$ cat config.mk
export PLATFORM = sky130hd
export DESIGN_NAME = seq_divider
export DESIGN_NICKNAME = d
export VERILOG_FILES = /design/src/rtl/seq_divider.sv
export SDC_FILE = /design/constraint.sdc
export NUM_CORES = 1
export LEC_CHECK = 0
export ABC_AREA = 1
export BUFFER_PORTS_ARGS = -buffer_cell sky130_fd_sc_hd__buf_2
export CAP_MARGIN = 20
export CORE_ASPECT_RATIO = 0.9
export CORE_MARGIN = 5
export CORE_UTILIZATION = 55
export CTS_CLUSTER_DIAMETER = 100
export DETAILED_ROUTE_END_ITERATION = 10
export PLACE_DENSITY_LB_ADDON = 0.08
export SETUP_SLACK_MARGIN = 0.1
export SLEW_MARGIN = 20
export SYNTH_ARGS = -nofsm -noshare
export SYNTH_HDL_FRONTEND = slang
export SYNTH_SLANG_ARGS = --single-unit
export TNS_END_PERCENT = 30
$ cat constraint.sdc
create_clock -name clk -period 2.6 [get_ports clk]
set_input_delay 0.52 -clock clk [delete_from_list [all_inputs] [get_ports clk]]
set_output_delay 0.52 -clock clk [all_outputs]
set_load 0.01 [all_outputs]
$ cat src/rtl/seq_divider.sv
// seq_divider: multi-cycle unsigned restoring divider.
// One quotient bit per clock, start/busy/done handshake.
module seq_divider #(
  parameter int WIDTH = 8
) (
  input  logic             clk,
  input  logic             rst_n,
  input  logic             start,
  input  logic [WIDTH-1:0] dividend,
  input  logic [WIDTH-1:0] divisor,
  output logic             busy,
  output logic             done,
  output logic [WIDTH-1:0] quotient,
  output logic [WIDTH-1:0] remainder,
  output logic             div_by_zero
);

  localparam int CW = $clog2(WIDTH + 1);

  typedef enum logic [1:0] {
    IDLE,
    RUN,
    DONE
  } state_t;

  state_t           state_q;
  state_t           state_d;
  logic [CW-1:0]    cnt_q;
  logic [WIDTH-1:0] prem_q;
  logic [WIDTH-1:0] sreg_q;
  logic [WIDTH-1:0] dvsr_q;

  logic             accept;
  logic             zero_div;
  logic             last;
  logic [WIDTH:0]   shifted;
  logic [WIDTH:0]   trial;
  logic [WIDTH-1:0] prem_nx;
  logic [WIDTH-1:0] sreg_nx;

  // a new request is taken from IDLE or DONE, never while RUN
  assign accept   = start & (state_q != RUN);
  assign zero_div = (divisor == '0);
  assign last     = (cnt_q == CW'(WIDTH - 1));

  always_comb begin
    shifted = {prem_q, sreg_q[WIDTH-1]};
    trial   = shifted - {1'b0, dvsr_q};
    sreg_nx = {sreg_q[WIDTH-2:0], ~trial[WIDTH]};
    prem_nx = shifted[WIDTH-1:0];
    if (!trial[WIDTH]) begin
      prem_nx = trial[WIDTH-1:0];
    end
  end

  always_ff @(posedge clk or negedge rst_n) begin
    if (!rst_n) begin
      state_q <= IDLE;
    end else begin
      state_q <= state_d;
    end
  end

  always_comb begin
    state_d = state_q;
    unique case (state_q)
      IDLE, DONE: begin
        if (start) begin
          state_d = zero_div ? DONE : RUN;
        end else begin
          state_d = IDLE;
        end
      end
      RUN: begin
        if (last) begin
          state_d = DONE;
        end
      end
      default: state_d = IDLE;
    endcase
  end

  always_comb begin
    busy = (state_q == RUN);
    done = (state_q == DONE);
  end

  always_ff @(posedge clk or negedge rst_n) begin
    if (!rst_n) begin
      cnt_q       <= '0;
      prem_q      <= '0;
      sreg_q      <= '0;
      dvsr_q      <= '0;
      quotient    <= '0;
      remainder   <= '0;
      div_by_zero <= 1'b0;
    end else if (accept) begin
      cnt_q       <= '0;
      prem_q      <= '0;
      sreg_q      <= dividend;
      dvsr_q      <= divisor;
      quotient    <= zero_div ? '1 : '0;
      remainder   <= zero_div ? dividend : '0;
      div_by_zero <= zero_div;
    end else if (state_q == RUN) begin
      cnt_q  <= cnt_q + 1'b1;
      prem_q <= prem_nx;
      sreg_q <= sreg_nx;
      if (last) begin
        quotient  <= sreg_nx;
        remainder <= prem_nx;
      end
    end
  end

endmodule

# Word-level counts from Yosys, hierarchy flattened
# Cells that the tools add are included.
# classes
n_addsub	2
eq_ne	5
n_mux	19
bitwise_logic	2
reduce_logical	6
# op_table
op	n
$mux 8	13
$sub 9x8->9	1
$logic_not 8->1	1
$mux 4	2
$mux 2	3
$add 4x1->4 const B	1
$eq 4x3->1 const B	1
$ne 2x1->1 const B	2
$pmux 2 s2	1
$reduce_bool 2->1	2
$eq 2x1->1 const B	1
$eq 2x2->1 const B	1
$logic_not 2->1	1
$reduce_and 2->1	1
$reduce_or 2->1	1
$and 1x1->1	1
$not 1->1	1
# totals
register_bits	47
input_bits	19
output_inout_bits	19
wordCells	42

# Longest topological paths before layout
# logic_depth
depth_word	5
depth_mapped	14
mapped_depth_nobuf	14

# Worst setup path after synthesis
# No wires, ideal clock.
# synth_timing
path_type	register to register
start	register sreg_q[7]
end	register remainder[7]
setup_ns	0.117
arrival_ns	1.724
required_time_ns	2.483
setup_slack_ns	0.760
stages_incl_launch_ff	15
path_buffers	0
period_less_slack_ns	1.840
cell_sequence	dfrtp_1 > inv_1 > ha_1 > inv_1 > fa_1 > nand2_1 > nand2_1 > nand3_2 > nand2_2 > nand2_2 > nand2_4 > nor2_2 > nor2_2 > nor2_1 > nor2_1
# synth_via
elab_chain_len	5
# synth_rtl
element	line	text
start, declared	30	logic [WIDTH-1:0] sreg_q;
start signal, assigned	100	sreg_q <= dividend;
start signal, assigned	108	sreg_q <= sreg_nx;
$sub 9x8->9	48	trial = shifted - {1'b0, dvsr_q};
$mux 8	51	if (!trial[WIDTH]) begin
$mux 8	109	if (last) begin
$mux 8	105	end else if (state_q == RUN) begin
$mux 8	97	end else if (accept) begin
end signal, assigned	103	remainder <= zero_div ? dividend : '0;
end signal, assigned	111	remainder <= prem_nx;
end, declared	14	output logic [WIDTH-1:0] remainder,
# Every way passes these cells. The select of a mux whose other input is x is not followed.
# A chain may end at the register's enable or synchronous reset.

# Worst setup path in the final report
# layout_timing
start	register sreg_q[7]
end	register remainder[6]
# Same word-level chain as after synthesis.

==> reports/qor.yml <==
num_io_pins: 38
via_count: 2222
vias_per_cell: 5.16
max-slew-margin-rel_pct: 59.9
outcome: "completed"
core-area_sq_um: 4520
cts_hold_buf: 0
layout.nets: 397
skew_ps: 9.76
synth_cell_type_count: 38
peakVddDrop_v: 0.000794
grt_pass1_wl_um: 9710
dpl-instance-area_sq_um: 2840
synth_common_cells: "nand2_1, dfrtp_1, inv_1"
dp_hpwl_um: 4320
finalMaxSlewViolations: 0
critical_path_class: "flip-flop to flip-flop"
die_h_um: 75.1
tns_ps: 0
synth_edf_count: 0
initial_core_util_pct: 57.4
async_flop_share_pct: 100
post_cts_buffers: 0
regArea_sq_um: 1180
wirelength_um: 5860
root_buffer: "clkbuf_8"
power_density_nw_per_um2: 1570
drt-pass1-iter-count: 4
period_share_pct: 80.4
ys_ff_latch: 47
clockBufferDepth: 2
wl_per_cell_um: 13.6
seq_area_frac_synth_pct: 45.3
synthXorXnorAreaFrac_pct: 1.01
netlist_instances: 328
min_path_type: "input port to async pin"
grt_max_degree: 48
rows: 23
numCtsBuffers: 5
synthesis.nets: 357
synthAdderAreaFrac_pct: 5.11
fin_total_pwr_mw: 4.65
startpoint_type: "flip-flop"
antenna_found_initial: 0
setup_viol: 0
h-tree-depth: 2
final_layout_size_suffix_gt1_share_pct: 20.3
place.gp.congestion: 0.855
synth_area_sq_um: 2590
syn-mean-instance-area_sq_um: 7.91
muxShareOfSynthArea_pct: 0
synth_top_area_share_pct: 45.3
diodes: 0
die_area_sq_um: 6190
clock.fmax_mhz: 478
worst_ep_required_time_ps: 2820
fillers: 405
synth-compound-area-share_pct: 12.2
worst_pin_slew_ps: 601
crit_fanout: 8
cts_resized: 0
drtIter0Drc: 189
hold_ws_ps: 302
p_leak_nw: 1.54
synth_area_leaders: "dfrtp_1, nand2_1, inv_1, nor2_1, ha_1"
ys_warn_count: 0
synth_top_family_by_area: "simple AND/OR/NAND/NOR gates"
die_w_um: 82.4
layout_min_cycle_time_ps: 2090
rsz0062_at_grt: "false"
areaGrowthSynthToFinish_pct: 14.5
synth_top_flop_cell: "dfrtp_1"
synth-simple-area-share_pct: 27.7
max-cap-violations: 0
grt.overflow.total: 0
cts_tree: "yes"
fin_area_sq_um: 2970
ant_nets: 0
gr-usage-all-layers_pct: 20.7
yosysMostFrequentCell: "nand2_1"
cp-end-kind: "flip-flop"
grt_pass1_vias: 2096
hold_viol: 0
cts_sinks: 47
crit_arrival_ps: 2310
route.detailed.drc: 0
io_buffers: 37
multi_input_area_sq_um: 1190
clkTransAtPathRegs_ps: 90
clk_latency_ps: 300
yosysTopAreaCell: "dfrtp_1"
-- through the flow --
stage	worst slack [ps]	std cells	util, %
floorplan	760	328	-
global placement	605	423	62.8
detailed placement	546	423	62.8
CTS	509	431	65.7
global route	308	431	65.7
finish	510	431	65.7
-- metal layers --
layer  wire length, um  part of all wire, %  up-vias  global-route usage (%)
met1              2810                   48     1037                    29.8
met4                97                  1.7        0                    5.54
met5                 0                    0        -                       0
li1                  -                    -     1121                       -
met2              2640                   45       52                    31.6
met3               309                  5.3       12                    4.43
-- logic make-up (layout without fill, tap and decap cells) --
group                    count (synthesis)  in the layout
AO/OA/AOI/OAI                           55             55
XOR/XNOR                                 3              3
adder cells (fa/ha/maj)                 10             10
buffers and inverters                   54             95
flip-flops                              47             47
AND/OR/NAND/NOR                        159            159
-- area by class of cell --
cell class              count  share of cell area (%)
inverters                  47                    6.19
clock buffers               6                    2.44
multi-input cells         227                    40.1
well taps                  62                    2.61
clock inverters             2                    2.02
flip-flops and latches     47                    39.6
repair buffers             40                    6.99
-- path summary, 6_finish.rpt --
check / from / end / slack (ps) / cells past startpoint
max in group asynchronous: rst_n / remainder[0]$_DFFE_PN0P_ / 1880 / 2
setup / recovery: sreg_q[7]$_DFFE_PN0P_ / remainder[6]$_DFFE_PN0P_ / 510 / 13
setup reg to reg: sreg_q[7]$_DFFE_PN0P_ / remainder[6]$_DFFE_PN0P_ / 510 / 13
min in group clk: divisor[0] / dvsr_q[0]$_DFFE_PN0P_ / 440 / 3
hold reg to reg: div_by_zero$_DFFE_PN0P_ / div_by_zero$_DFFE_PN0P_ / 490 / 2
hold / removal: rst_n / dvsr_q[5]$_DFFE_PN0P_ / 300 / 2
-- sequential cells by signal, indices dropped and copies added (netlist names) --
register and cells:
dvsr_q 8, prem_q 8, quotient 8, remainder 8
sreg_q 8, cnt_q 4, state_q 2, div_by_zero 1
-- cell usage in the layout (no fill, tap or decap), types with 2 or more instances in the layout --
master     count
a21oi_1       19
a21oi_2        2
a31oi_1        5
buf_2         37
buf_4          3
bufinv_16      2
clkbuf_8       5
dfrtp_1       47
ha_1           9
inv_1         41
inv_2          4
nand2_1       84
nand2_2        7
nand3_1       17
nand4_1        2
nor2_1        37
nor2_2         4
nor2_4         2
o21ai_0       11
o21ai_1        6
o21ai_2        2
o22ai_1        6
xnor2_1        2
-- worst max-delay path: stages (launching register included) --
cell,delay [ps]
dfrtp_1,390
inv_1,80
ha_1,150
inv_1,70
fa_1,420
nand2_1,80
nand2_1,90
nand3_2,110
nand2_2,70
nand2_2,80
nand2_2,110
nand2_1,100
nand3_1,80
a21oi_1,170
-- where the power goes --
part / total [mW] / internal, mW / switching [mW]
registers: 1.32 / 1.09 / 0.228
clock network: 0.634 / 0.384 / 0.249
logic: 2.70 / 0.993 / 1.71
total: 4.65 / 2.47 / 2.19
Power figures use the tool's default switching activity.
